===== src/rtl/jk_bank_driver.sv =====
// Write-side controller for a bank of jkff cells: it takes a target vector, derives J/K from the fed-back Q, then checks and retries.
// Optional JK_TOGGLE_DRIVE_EN: bits that must change are driven J=K=1 (toggle) instead of using set/reset encoding.
module jk_bank_driver #(
  parameter int unsigned WIDTH     = 4,
  parameter int unsigned MAX_RETRY = 2
) (
  input  logic             clk,
  input  logic             rst,
  input  logic             tgt_valid,
  input  logic [WIDTH-1:0] tgt_data,
  output logic             tgt_ready,
  input  logic [WIDTH-1:0] q_in,
  output logic [WIDTH-1:0] j_out,
  output logic [WIDTH-1:0] k_out,
  output logic             busy,
  output logic             done,
  output logic             err,
  output logic [WIDTH-1:0] err_mask
);

  localparam int unsigned CNT_W = (MAX_RETRY > 0) ? $clog2(MAX_RETRY + 1) : 1;
  localparam logic [CNT_W-1:0] RETRY_LIMIT = CNT_W'(MAX_RETRY);

  typedef enum logic [1:0] {
    ST_IDLE  = 2'd0,
    ST_DRIVE = 2'd1,
    ST_CHECK = 2'd2,
    ST_RESP  = 2'd3
  } state_e;

  state_e           state_q, state_d;
  logic [WIDTH-1:0] tgt_q, tgt_d;
  logic [CNT_W-1:0] retry_q, retry_d;
  logic             done_q, done_d;
  logic             err_q, err_d;
  logic [WIDTH-1:0] err_mask_q, err_mask_d;
  logic [WIDTH-1:0] chg_c;

  always_ff @(posedge clk) begin
    if (rst) begin
      state_q    <= ST_IDLE;
      tgt_q      <= '0;
      retry_q    <= '0;
      done_q     <= 1'b0;
      err_q      <= 1'b0;
      err_mask_q <= '0;
    end else begin
      state_q    <= state_d;
      tgt_q      <= tgt_d;
      retry_q    <= retry_d;
      done_q     <= done_d;
      err_q      <= err_d;
      err_mask_q <= err_mask_d;
    end
  end

  // Next-state and response logic; retry_cnt only increments below the limit, so it saturates there.
  always_comb begin
    state_d    = state_q;
    tgt_d      = tgt_q;
    retry_d    = retry_q;
    done_d     = 1'b0;
    err_d      = 1'b0;
    err_mask_d = err_mask_q;
    case (state_q)
      ST_IDLE: begin
        if (tgt_valid) begin
          tgt_d      = tgt_data;
          retry_d    = '0;
          err_mask_d = '0;
          state_d    = ST_DRIVE;
        end
      end
      ST_DRIVE: begin
        state_d = ST_CHECK;
      end
      ST_CHECK: begin
        if (q_in == tgt_q) begin
          done_d  = 1'b1;
          state_d = ST_RESP;
        end else if (retry_q < RETRY_LIMIT) begin
          retry_d = retry_q + CNT_W'(1);
          state_d = ST_DRIVE;
        end else begin
          err_d      = 1'b1;
          err_mask_d = q_in ^ tgt_q;
          state_d    = ST_RESP;
        end
      end
      ST_RESP: begin
        state_d = ST_IDLE;
      end
      default: begin
        state_d = ST_IDLE;
      end
    endcase
  end

  // Excitation is live only in DRIVE and is killed by reset so a partial drive never reaches the bank.
  always_comb begin
    chg_c = tgt_q ^ q_in;
    j_out = '0;
    k_out = '0;
    if (!rst && (state_q == ST_DRIVE)) begin
`ifdef JK_TOGGLE_DRIVE_EN
      j_out = chg_c;
      k_out = chg_c;
`else
      j_out = chg_c & tgt_q;
      k_out = chg_c & q_in;
`endif
    end
  end

  assign tgt_ready = (state_q == ST_IDLE);
  assign busy      = (state_q != ST_IDLE);
  assign done      = done_q;
  assign err       = err_q;
  assign err_mask  = err_mask_q;

endmodule

===== config.mk =====
export PLATFORM = sky130hd
export DESIGN_NAME = jk_bank_driver
export DESIGN_NICKNAME = d
export VERILOG_FILES = /design/src/rtl/jk_bank_driver.sv
export SDC_FILE = /design/constraint.sdc
export NUM_CORES = 1
export LEC_CHECK = 0
export BUFFER_PORTS_ARGS = -buffer_cell sky130_fd_sc_hd__buf_2
export CAP_MARGIN = 15
export CORE_MARGIN = 1.5
export CORE_UTILIZATION = 52
export CTS_CLUSTER_SIZE = 14
export DETAILED_ROUTE_END_ITERATION = 8
export PLACE_DENSITY = 0.82
export SYNTH_ARGS = -nofsm -noshare
export SYNTH_HDL_FRONTEND = slang
export SYNTH_SLANG_ARGS = --single-unit

===== constraint.sdc =====
create_clock -name clk -period 2.14 [get_ports clk]
set_input_delay 0.214 -clock clk [delete_from_list [all_inputs] [get_ports clk]]
set_output_delay 0.214 -clock clk [all_outputs]
set_load 0.1 [all_outputs]

# After elaboration in Yosys (flattened, before gate mapping)
# Index checks and enable logic that the tools add are counted.
[totals]
register_bits = 14
latchBits = 0
mem_bits_rw = 0
mem_bits_ro = 0
input_bits = 11
output_inout_bits = 16
word_cells = 46
n_memories = 0
[classes]
add_sub_neg = 1
n_mul = 0
n_div = 0
order_cmp = 1
eq_ne = 8
shifts = 0
mux = 16
bitwise_logic = 4
reduce_logical = 10
[op_table]
columns = ["cell", "n"]
rows = [
  ["$mux 4", 5],
  ["$mux 2", 6],
  ["$and 4x4->4", 2],
  ["$ne 2x2->1 const B", 4],
  ["$pmux 2 s4", 1],
  ["$pmux 4 s2", 1],
  ["$reduce_and 4->1", 2],
  ["$eq 2x2->1 const B", 2],
  ["$eq 4x4->1", 1],
  ["$pmux 2 s2", 1],
  ["$reduce_bool 2->1", 2],
  ["$xor 4x4->4", 1],
  ["$reduce_or 3->1", 1],
  ["$add 2x1->2 const B", 1],
  ["$eq 2x1->1 const B", 1],
  ["$logic_not 2->1", 1],
  ["$lt 2x2->1 const B", 1],
  ["$mux 1", 2],
  ["$reduce_and 2->1", 1],
  ["$reduce_or 2->1", 1],
  ["$logic_and 1x1->1", 1],
  ["$logic_not 1->1", 1],
  ["$not 1->1", 1],
]

# Logic depth before layout (Yosys ltp)
[depth]
word_depth = 4
mapped_depth = 5
mapped_depth_nobuf = 5

# Worst setup path after synthesis
# No wires, ideal clock.
[synth_path]
path_type = "flip-flop to output port"
start = "register state_q[0]"
end = "output port tgt_ready"
t_arrival_ps = 1637
required_ps = 1926
slack_ps = 289
path_stages_with_launch = 4
n_path_buf = 1
cell_sequence = "dfxtp_1 -> buf_6 -> or2_2 -> inv_1"
[synth_via]
elab_chain_len = 1
[synth_rtl]
columns = ["item", "line", "source"]
rows = [
  ["from (decl)", "31", "state_e state_q, state_d;"],
  ["from (signal assigned)", "48", "state_q <= state_d;"],
  ["$logic_not 2->1", "115", "assign tgt_ready = (state_q == ST_IDLE);"],
  ["to (decl)", "11", "output logic tgt_ready,"],
]
# No other way between the ends.

# Worst setup path after layout
[layout_path]
start = "register state_q[0]"
end = "output port j_out[0]"
[layout_via]
elab_chain_len = 3
[layout_rtl]
columns = ["item", "line", "source"]
rows = [
  ["$eq 2x1->1", "104", "if (!rst && (state_q == ST_DRIVE)) begin"],
  ["$logic_and 1x1->1", "104", ""],
  ["$mux 4", "104", ""],
  ["to (decl)", "13", "output logic [WIDTH-1:0] j_out,"],
]
# No other way between the ends.

==> impl_metrics.csv <==
group,metric,value,unit
timing,finalSetupViolations,0,
pwr,internal_power,0.3733,mW
final_layout,antenna_cells,0,
synthesis,synthXorXnorAreaFrac,0,
global_routing,grt_pass1_vias,593,
global_routing,overflow,0,
synthesis,syn_area_per_cell,8.800,um2
floorplanning,die_h,42.24,um
timing,fmax,0.5016,GHz
pwr,vdd_drop_max,421.2,uV
routing,drc_errors,0,
timing,max_slew_margin,0.6790,
clocking,clock-sinks,14,
timing,fin_crit_sh,0.9316,
final_layout,final_cell_mix,"22 x buf_2, 14 x dfxtp_1, 10 x inv_1",
timing,hold_viol,0,
timing,worstMarginPinSlew,0.4848,ns
clocking,ctsHoldBuffers,0,
global_routing,antenna_found_initial,0,
final_layout,multi_input_area,460.4,um2
synthesis,synth_top_cell_by_area,"dfxtp_1",
clocking,cts_tree,"built",
floorplanning,core_area,0.001366,mm2
setup_path,crit_arrival,1.78,ns
clocking,clockBufferDepth,2,
final_layout,drive_above_1_share,0.2845,
final_layout,seq_area,280.3,um2
routing,wl_per_cell,11.56,um
timing,slew_violations,0,
global_routing,use_met1,0.2367,
global_routing,grt_max_degree,21,
status,status,"finished, final reports clean",
place,dp_hpwl,1165,um
synthesis,synth-compound-area-share,0.1047,
synthesis,postSynthCellCount,91,
pwr,swShare,0.3273,
floorplanning,die-area,0.001784,mm2
routing,firstDrtPassIters,4,
routing,viasPerCell,5.313,
synthesis,synthAdderAreaFrac,0.1250,
synthesis,ys_ff_latch,14,
final_layout,syn_to_final_growth,19.84,%
clocking,numCtsBuffers,3,
pwr,pwr-share-seq,0.505,
job,cap_violations,0,
routing,final_antenna_net_count,0,
synthesis,yosysTopAreaCellShare,0.3500,
pwr,clockPowerShare,0.266,
floorplanning,start_util,0.5861,
timing,tns,0,ns
global_routing,grt_use_met3,0.03879,
final_layout,fin_nets,137,
global_routing,use_met2,0.3323,
synthesis,syn-cell-area,800.8,um2
setup_path,crit_fanout,11,
timing,grt_setup_unrepaired,"no",
place,io_buffers,26,
synthesis,synthMuxAreaShare,0.06406,
pwr,p_leak,0.4673,nW
floorplanning,fp.dieW,42.24,um
clocking,clkTransAtPathRegs,0.08,ns
routing,detailroute.via_count,696,
timing,finalCriticalPeriod,1.994,ns
synthesis,synthSimpleGateAreaFrac,0.2781,
setup_path,end_kind,"primary output",
synthesis,synthTopCellsByArea,"dfxtp_1 35%, ha_1 13%, and2_1 6.3%",
global_routing,grt_pass1_wl,2622,um
global_routing,grt-busiest-layer,"met2",
setup_path,path_class,"register to primary output",
routing,routed_wl,1515,um
routing,drt_iter0_markers,9,
setup_path,required,1.93,ns
clocking,root_buffer,"clkbuf_4",
pwr,p_per_area,578.3,mW/mm2
clocking,htree_levels,1,
final_layout,fillers,123,
clocking,clk_latency,0.28,ns
final_layout,utilization,0.7024,
hold_path,min_path_type,"primary input to register",
floorplanning,fp-row-count,13,
synthesis,synth_seq_area_share,0.3500,
setup_path,startpoint_type,"register",
timing,fin_skew,0.003930,ns
place,gp_congestion,0.7884,
synthesis,synth_top_family_by_area,"simple AND/OR/NAND/NOR gates",
synthesis,synth_nets,110,
pwr,combPwrFrac,0.229,
floorplanning,io_pins,27,
pwr,net-switching-power,0.1817,mW
final_layout,layout_commonest_cell,"buf_2",
synthesis,synth_warnings,0,
setup_path,r2r_slack,0.61,ns
global_routing,grt_usage,0.1968,
pwr,total_power,0.5550,mW
synthesis,synthDistinctLibCells,25,
==> metal layers <==
metal  routed length (um)  part of all wire  vias to the layer above
met3                   78             0.051                        5
met2                  769              0.51                       28
met4                   35             0.023                        0
met1                  632              0.42                      309
li1                     -                 -                      354
met5                    0                 0                        -
==> path summary, 6_finish.rpt <==
kind                     from           to  depth (start not counted)
hold reg to reg   err_mask[0]  err_mask[0]                          2
setup reg to reg     tgt_q[1]   retry_q[0]                          4
hold / removal    tgt_data[1]     tgt_q[1]                          3
setup / recovery   state_q[0]     j_out[0]                          4
==> power by group through the flow <==
stage | clock network, mW | registers (mW) | logic, mW
final | 0.148 | 0.280 | 0.127
after global routing | 0.161 | 0.282 | 0.138
after CTS | 0.150 | 0.280 | 0.127
after detailed placement | 0 | 0.287 | 0.126
after global placement | 0 | 0.285 | 0.123
after floorplan | 0 | 0.281 | 0.106
==> worst max-delay path, stage by stage (launching register included) <==
cell and delay, ns:
dfxtp_1 0.54, nand2b_1 0.15, nor2_2 0.23, and2_1 0.16, buf_2 0.42
==> final cells by class <==
| cell class | instances | area share |
|---|---|---|
| well taps | 15 | 0.01956 |
| repair buffers | 26 | 0.1460 |
| multi-input cells | 63 | 0.4798 |
| clock buffers | 3 | 0.02347 |
| inverters | 10 | 0.03911 |
| flip-flops and latches | 14 | 0.2920 |
==> cell families after synthesis <==
group           after synthesis
compound gates               12
fa+ha+maj                     8
buf+inv                      14
flops                        14
mux                           5
simple gates                 38
==> flip-flops by register name (all words and copies together), names as in the netlist <==
name / flops
retry_q: 2
state_q: 2
err_mask: 4
done: 1
err: 1
tgt_q: 4
==> Yosys cell counts <==
master	instances
buf_6	1
clkbuf_1	1
nand3b_1	4
nor2_1	10
a21oi_1	1
nand4bb_1	1
o22a_1	4
nor3_1	3
nor3b_4	1
nand2_1	5
nor3b_1	1
nand2b_1	3
o21ai_0	4
a2111oi_0	1
dfxtp_1	14
mux2i_1	4
or2_2	1
o21bai_1	1
buf_2	2
inv_1	10
ha_1	8
mux2_2	1
o21a_1	1
and4_1	1
and2_1	8
==> per-stage QoR <==
stage	hold WS (ns)	std cells	worst slack [ns]	cell area (um2)
final	0.1687	131	0.1463	959.7
after global routing	0.1836	131	0.02222	959.7
after CTS	0.1673	131	0.004039	947.2
after detailed placement	0.4596	128	0.3012	924.6
after global placement	0.4516	128	0.4261	924.6
after floorplan	0.3612	91	0.2893	800.8
==> timing repair <==
item / 4_1_cts / 5_1_grt
endpoints found under the setup margin: 0 / 8
gates resized for setup: 0 / 5
setup buffers: 0 / 0
No activity file was read; power rests on OpenSTA's default activity.
